`config.mk`:
```
export PLATFORM = sky130hd
export DESIGN_NAME = tcam_rsp_buffer
export DESIGN_NICKNAME = d
export VERILOG_FILES = /design/src/rtl/tcam_rsp_buffer.sv
export SDC_FILE = /design/constraint.sdc
export NUM_CORES = 1
export LEC_CHECK = 0
export BUFFER_PORTS_ARGS = -buffer_cell sky130_fd_sc_hd__buf_2
export CAP_MARGIN = 20
export CORE_ASPECT_RATIO = 1.25
export CORE_MARGIN = 2
export CORE_UTILIZATION = 56
export DETAILED_ROUTE_END_ITERATION = 7
export PLACE_DENSITY_LB_ADDON = 0.1
export SLEW_MARGIN = 30
export SYNTH_ARGS = -nofsm -noshare
export SYNTH_HDL_FRONTEND = slang
export SYNTH_SLANG_ARGS = --single-unit
```
`constraint.sdc`:
```
create_clock -name clk -period 2.5 [get_ports clk]
set_input_delay 0.125 -clock clk [delete_from_list [all_inputs] [get_ports clk]]
set_output_delay 0.125 -clock clk [all_outputs]
set_load 0.005 [all_outputs]
```
`src/rtl/tcam_rsp_buffer.sv`:
```
// Response FIFO downstream of tcam: captures each match result, hands it to the
// consumer over valid/ready, drops and counts results that arrive while full.
module tcam_rsp_buffer #(
  parameter int CAM_WIDTH = 32,
  parameter int CAM_DEPTH = 16,
  parameter int RSP_DEPTH = 4
) (
  input  logic                           clk,
  input  logic                           rst,
  input  logic                           index_rdy,
  input  logic [$clog2(CAM_DEPTH)-1:0]   index_o,
  input  logic [CAM_WIDTH-1:0]           data_o,
  output logic                           rsp_valid,
  input  logic                           rsp_ready,
  output logic [$clog2(CAM_DEPTH)-1:0]   rsp_index,
  output logic [CAM_WIDTH-1:0]           rsp_data,
  output logic [$clog2(RSP_DEPTH):0]     level,
  output logic                           almost_full,
  output logic [15:0]                    drop_cnt,
  output logic [31:0]                    hit_cnt,
  input  logic                           clr_cnt
);

  localparam int CAM_INDEX_WIDTH = $clog2(CAM_DEPTH);
  localparam int LVL_WIDTH       = $clog2(RSP_DEPTH) + 1;
  localparam int PTR_W           = $clog2(RSP_DEPTH);

  localparam logic [LVL_WIDTH-1:0] FULL_LVL = LVL_WIDTH'(RSP_DEPTH);
  localparam logic [LVL_WIDTH-1:0] AF_LVL   = LVL_WIDTH'(RSP_DEPTH - 1);

  // Handshake: a transfer happens on a rising edge where rsp_valid && rsp_ready;
  // the head (rsp_index/rsp_data) stays stable while rsp_valid && !rsp_ready.

  logic [CAM_INDEX_WIDTH-1:0] mem_index [RSP_DEPTH];
  logic [CAM_WIDTH-1:0]       mem_data  [RSP_DEPTH];
  logic [PTR_W-1:0]           wr_ptr;
  logic [PTR_W-1:0]           rd_ptr;

  logic full;
  logic push;
  logic pop;
  logic drop;

  assign full      = (level == FULL_LVL);
  assign rsp_valid = (level != '0);
  assign pop       = rsp_valid && rsp_ready;
  // A pop in the same cycle frees the slot, so a full FIFO can still accept.
  assign push      = index_rdy && (!full || pop);
  assign drop      = index_rdy && full && !pop;

  assign rsp_index   = mem_index[rd_ptr];
  assign rsp_data    = mem_data[rd_ptr];
  assign almost_full = (level >= AF_LVL);

  // Storage is intentionally not reset; only pointers and level are.
  always_ff @(posedge clk) begin
    if (push && !rst) begin
      mem_index[wr_ptr] <= index_o;
      mem_data[wr_ptr]  <= data_o;
    end
  end

  always_ff @(posedge clk) begin
    if (rst) begin
      wr_ptr <= '0;
      rd_ptr <= '0;
      level  <= '0;
    end else begin
      if (push) wr_ptr <= wr_ptr + PTR_W'(1);
      if (pop)  rd_ptr <= rd_ptr + PTR_W'(1);
      case ({push, pop})
        2'b10:   level <= level + LVL_WIDTH'(1);
        2'b01:   level <= level - LVL_WIDTH'(1);
        default: level <= level;
      endcase
    end
  end

  // Clear takes priority over a coincident push/drop.
  always_ff @(posedge clk) begin
    if (rst || clr_cnt) begin
      drop_cnt <= '0;
      hit_cnt  <= '0;
    end else begin
      if (drop && drop_cnt != 16'hFFFF) drop_cnt <= drop_cnt + 16'd1;
      if (push) hit_cnt <= hit_cnt + 32'd1;
    end
  end

endmodule

```
==> metrics.md <==
| Metric | Value |
|---|---|
| Critical path required time | 2890 ps |
| RSZ-0062 raised after global routing | no |
| Share of cells above drive strength 1 | 29.8% |
| Slew Viols, Final | 0 |
| Fmax | 442 MHz |
| # fillers | 961 |
| Switching Fraction | 21.9% |
| DRT iter0 DRCs | 275 |
| Final clock skew | 9.80 ps |
| DR WL/cell | 18.1 µm |
| Post-route insts no fill | 904 |
| I/O Buffers | 129 |
| # clock sinks | 201 |
| GRT overflow | 0 |
| Final net count | 762 |
| Final min period | 2260 ps |
| Vias in the first global route | 5,183 |
| CTS clk-pin slew, worst paths | 60 ps |
| Total Routing Usage GR | 21.3% |
| Starting Density | 56.6% |
| CTS Root Cell | clkbuf_16 |
| Worst Path Buf+Inv | 0 |
| Peak fanout along the critical path | 8 |
| Critical-path top delay cell | or4_1 |
| TNS Setup | 0 ps |
| Leakage | 3.46 nW |
| Final worst-path cycle share | 90.5% |
| Total wire length | 16.4 mm |
| # Max-Cap Violations | 0 |
| ANT nets after route | 0 |
| Cell Pwr Density | 752 nW/µm² |
| Worst path cell trace | or4b_1 -> or4_1 -> or4_1 -> a21oi_1 |
| #FFs+latches synth | 201 |
| Max incr delay on CP | 600 ps |
| Vert. Die Dim | 138 µm |
| H-tree Lvls | 1 |
| CTS buffer count | 19 |
| Pwr Total | 7.51 mW |
| CTS tree | done |
| Sw power | 1.64 mW |
| Worst-Skew Late Latency | 470 ps |
| Routed vias | 5,248 |
| Leading area contributor after synthesis | edfxtp_1 |
| Fin. Hold Viols | 0 |
| P_int | 5.87 mW |
| Synth top area share | 53.7% |
| Mapped cell area | 8060 µm² |
| Delay-heaviest family, CP | simple AND/OR/NAND/NOR gates |
| Worst-Margin Slew | 846 ps |
| Core outline area | 14,200 µm² |
| Multi-input logic area | 2430 µm² |
| Inst Count DP | 833 |
| Post-DP HPWL | 10.2 mm |
| Top_reg_cell synth | edfxtp_1 |
| Initial antenna violation count | 0 |
| DRC viols | 0 |
| Antenna cells | 0 |
| Most used cell, CP | or4_1 |
| Largest cells by area after synthesis | edfxtp_1 (54%), dfxtp_1 (14%), mux4_2 (10%), or4_1 (2.1%), a21oi_1 (1.9%) |
| Die Span X | 111 µm |
| Startpoint types | flip-flop |
| Final setup vio count | 0 |
| First-pass GRT wire length | 26.6 mm |
| Post-Place Setup Slack | 273 ps |
| Crit Path Class | reg2reg |
| Post-synthesis sequential area ratio | 67.8% |
| I/O pins | 130 |
| Status | complete, no violations |
| Clock power share | 37.6% |
| Crit path capture type | flip-flop |
| Area Overhead vs Synth | 24.0% |
| Ys async rst share | 0% |
| Largest net degree at the start of global routing | 42 |
| Mean Syn Cell Area | 14.9 µm² |
| EDFF count, synth | 144 |
| Sequential power share | 50.1% |
| Min-delay worst type | in2reg |
| Avg Vias per Cell | 5.81 |
| Logic pwr share | 12.4% |
| Arrival time worst endpoint | 2650 ps |
| Final worst slack | 238 ps |
| VDD IR max | 0.715 mV |
| Die area | 15,400 µm² |
| Synth Warn # | 0 |
| Cells after Synth | 540 |
| DR pass1 iterations | 5 |
| Syn Nets | 588 |
| Clock Tree Buf Depth | 3 |
| FF+latch area | 5470 µm² |
| Synth cell types | 42 |
| FP Rows | 49 |
| Gpl congestion | 0.814 |
| Max-slew headroom | 43.6% |
[registers in the layout (all words and copies together), names as in the netlist, named ones only]
| name | count |
|---|---|
| drop_cnt | 16 |
| hit_cnt | 32 |
| level | 3 |
| mem_data | 128 |
| mem_index | 16 |
| rd_ptr | 2 |
| wr_ptr | 2 |
[path summary, 6_finish.rpt]
path / start / endpoint / slack, ps / cells after the start
worst max-delay path: level[1] / drop_cnt[13] / 240 / 4
worst min register to register: hit_cnt[31] / hit_cnt[31] / 480 / 2
worst min-delay path: index_rdy / wr_ptr[1] / 40 / 3
worst max register to register: level[1] / drop_cnt[13] / 240 / 4
[cell usage in the layout, fill, tap and decap left out, types with 3 or more instances in the layout]
cell,n
a21oi_1,31
and2_2,4
and3_1,7
and4_1,3
buf_12,5
buf_2,129
buf_4,9
clkbuf_1,5
clkbuf_16,19
dfxtp_1,55
dlygate4sd3_1,38
edfxtp_1,144
ha_1,6
inv_1,16
mux2i_1,4
mux4_2,36
nand2_1,28
nand3_1,19
nand4_1,14
nor2_1,21
nor3_1,9
nor4_1,10
o21ai_0,12
o311a_1,3
o311ai_0,3
o31ai_1,17
or3_1,13
or4_1,22
xnor2_1,10
xor2_1,3
[power by group through the flow]
stage               logic (mW)  clock network, mW  registers (mW)
global placement         0.872                  0            3.83
global route              1.01               3.01            3.78
CTS                      0.942               2.88            3.76
finish                   0.928               2.82            3.76
floorplan                0.547                  0            3.79
detailed placement       0.890                  0            3.84
[Yosys cell counts, types with 2 or more instances]
cell type  instances
edfxtp_1         144
dfxtp_1           57
mux4_2            36
a21oi_1           31
nand2_1           28
clkbuf_1          23
or4_1             22
nor2_1            21
nand3_1           19
o31ai_1           17
inv_1             16
nand4_1           14
or3_1             13
o21ai_0           12
nor4_1            10
xnor2_1           10
nor3_1             9
and3_1             7
and2_1             6
ha_1               6
mux2i_1            4
and4_1             3
buf_1              3
o311a_1            3
o311ai_0           3
xor2_1             3
o21a_1             2
o21bai_1           2
o41ai_1            2
or2_2              2
[stage by stage]
step                      cell area (µm²)  utilization [%]  hold slack [ps]
after global placement               9000             63.3              336
after CTS                            9990             70.2             29.6
final                                9990             70.2             40.1
after floorplan                      8060                -              224
after global routing                 9990             70.2             62.7
after detailed placement             9000             63.3              342
[cell type report]
class / instances / share of cell area [%]
Inverter: 16 / 0.601
Clock buffer: 26 / 5.22
Multi-Input combinational cell: 295 / 24.4
Tap cell: 178 / 2.23
Sequential cell: 201 / 54.7
Clock inverter: 7 / 0.864
Timing Repair Buffer: 181 / 12.0
[what timing repair did]
item | CTS | global route
hold endpoints to repair | 148 | 0
setup buffers | 0 | 0
gates resized for setup | 0 | 0
endpoints found under the setup margin | 0 | 0
hold buffers | 38 | 0
[kinds of logic (layout without fill, tap and decap cells)]
kind of cell             after synthesis  count (layout)  share of synthesized area [%]
XOR/XNOR                              13              13                           1.41
flip-flops                           201             201                           67.8
AO/OA/AOI/OAI                         76              76                           5.96
AND/OR/NAND/NOR                      158             158                           10.8
adder cells (fa/ha/maj)                7               7                           1.18
multiplexers                          41              41                           10.7
buffers and inverters                 44             230                           2.08
[worst reg2reg max path, cell delays in order, from the launching register on]
cell     delay, ps
dfxtp_1        380
or4b_1         560
or4_1          600
or4_1          490
a21oi_1        150
[per-layer routing]
metal | track usage [%] | routed length, µm
met4 | 5.52 | 263
met5 | 0 | 0
met2 | 36.9 | 8460
met3 | 3.33 | 858
met1 | 28.4 | 6810
No activity file was read; power rests on OpenSTA's default activity.
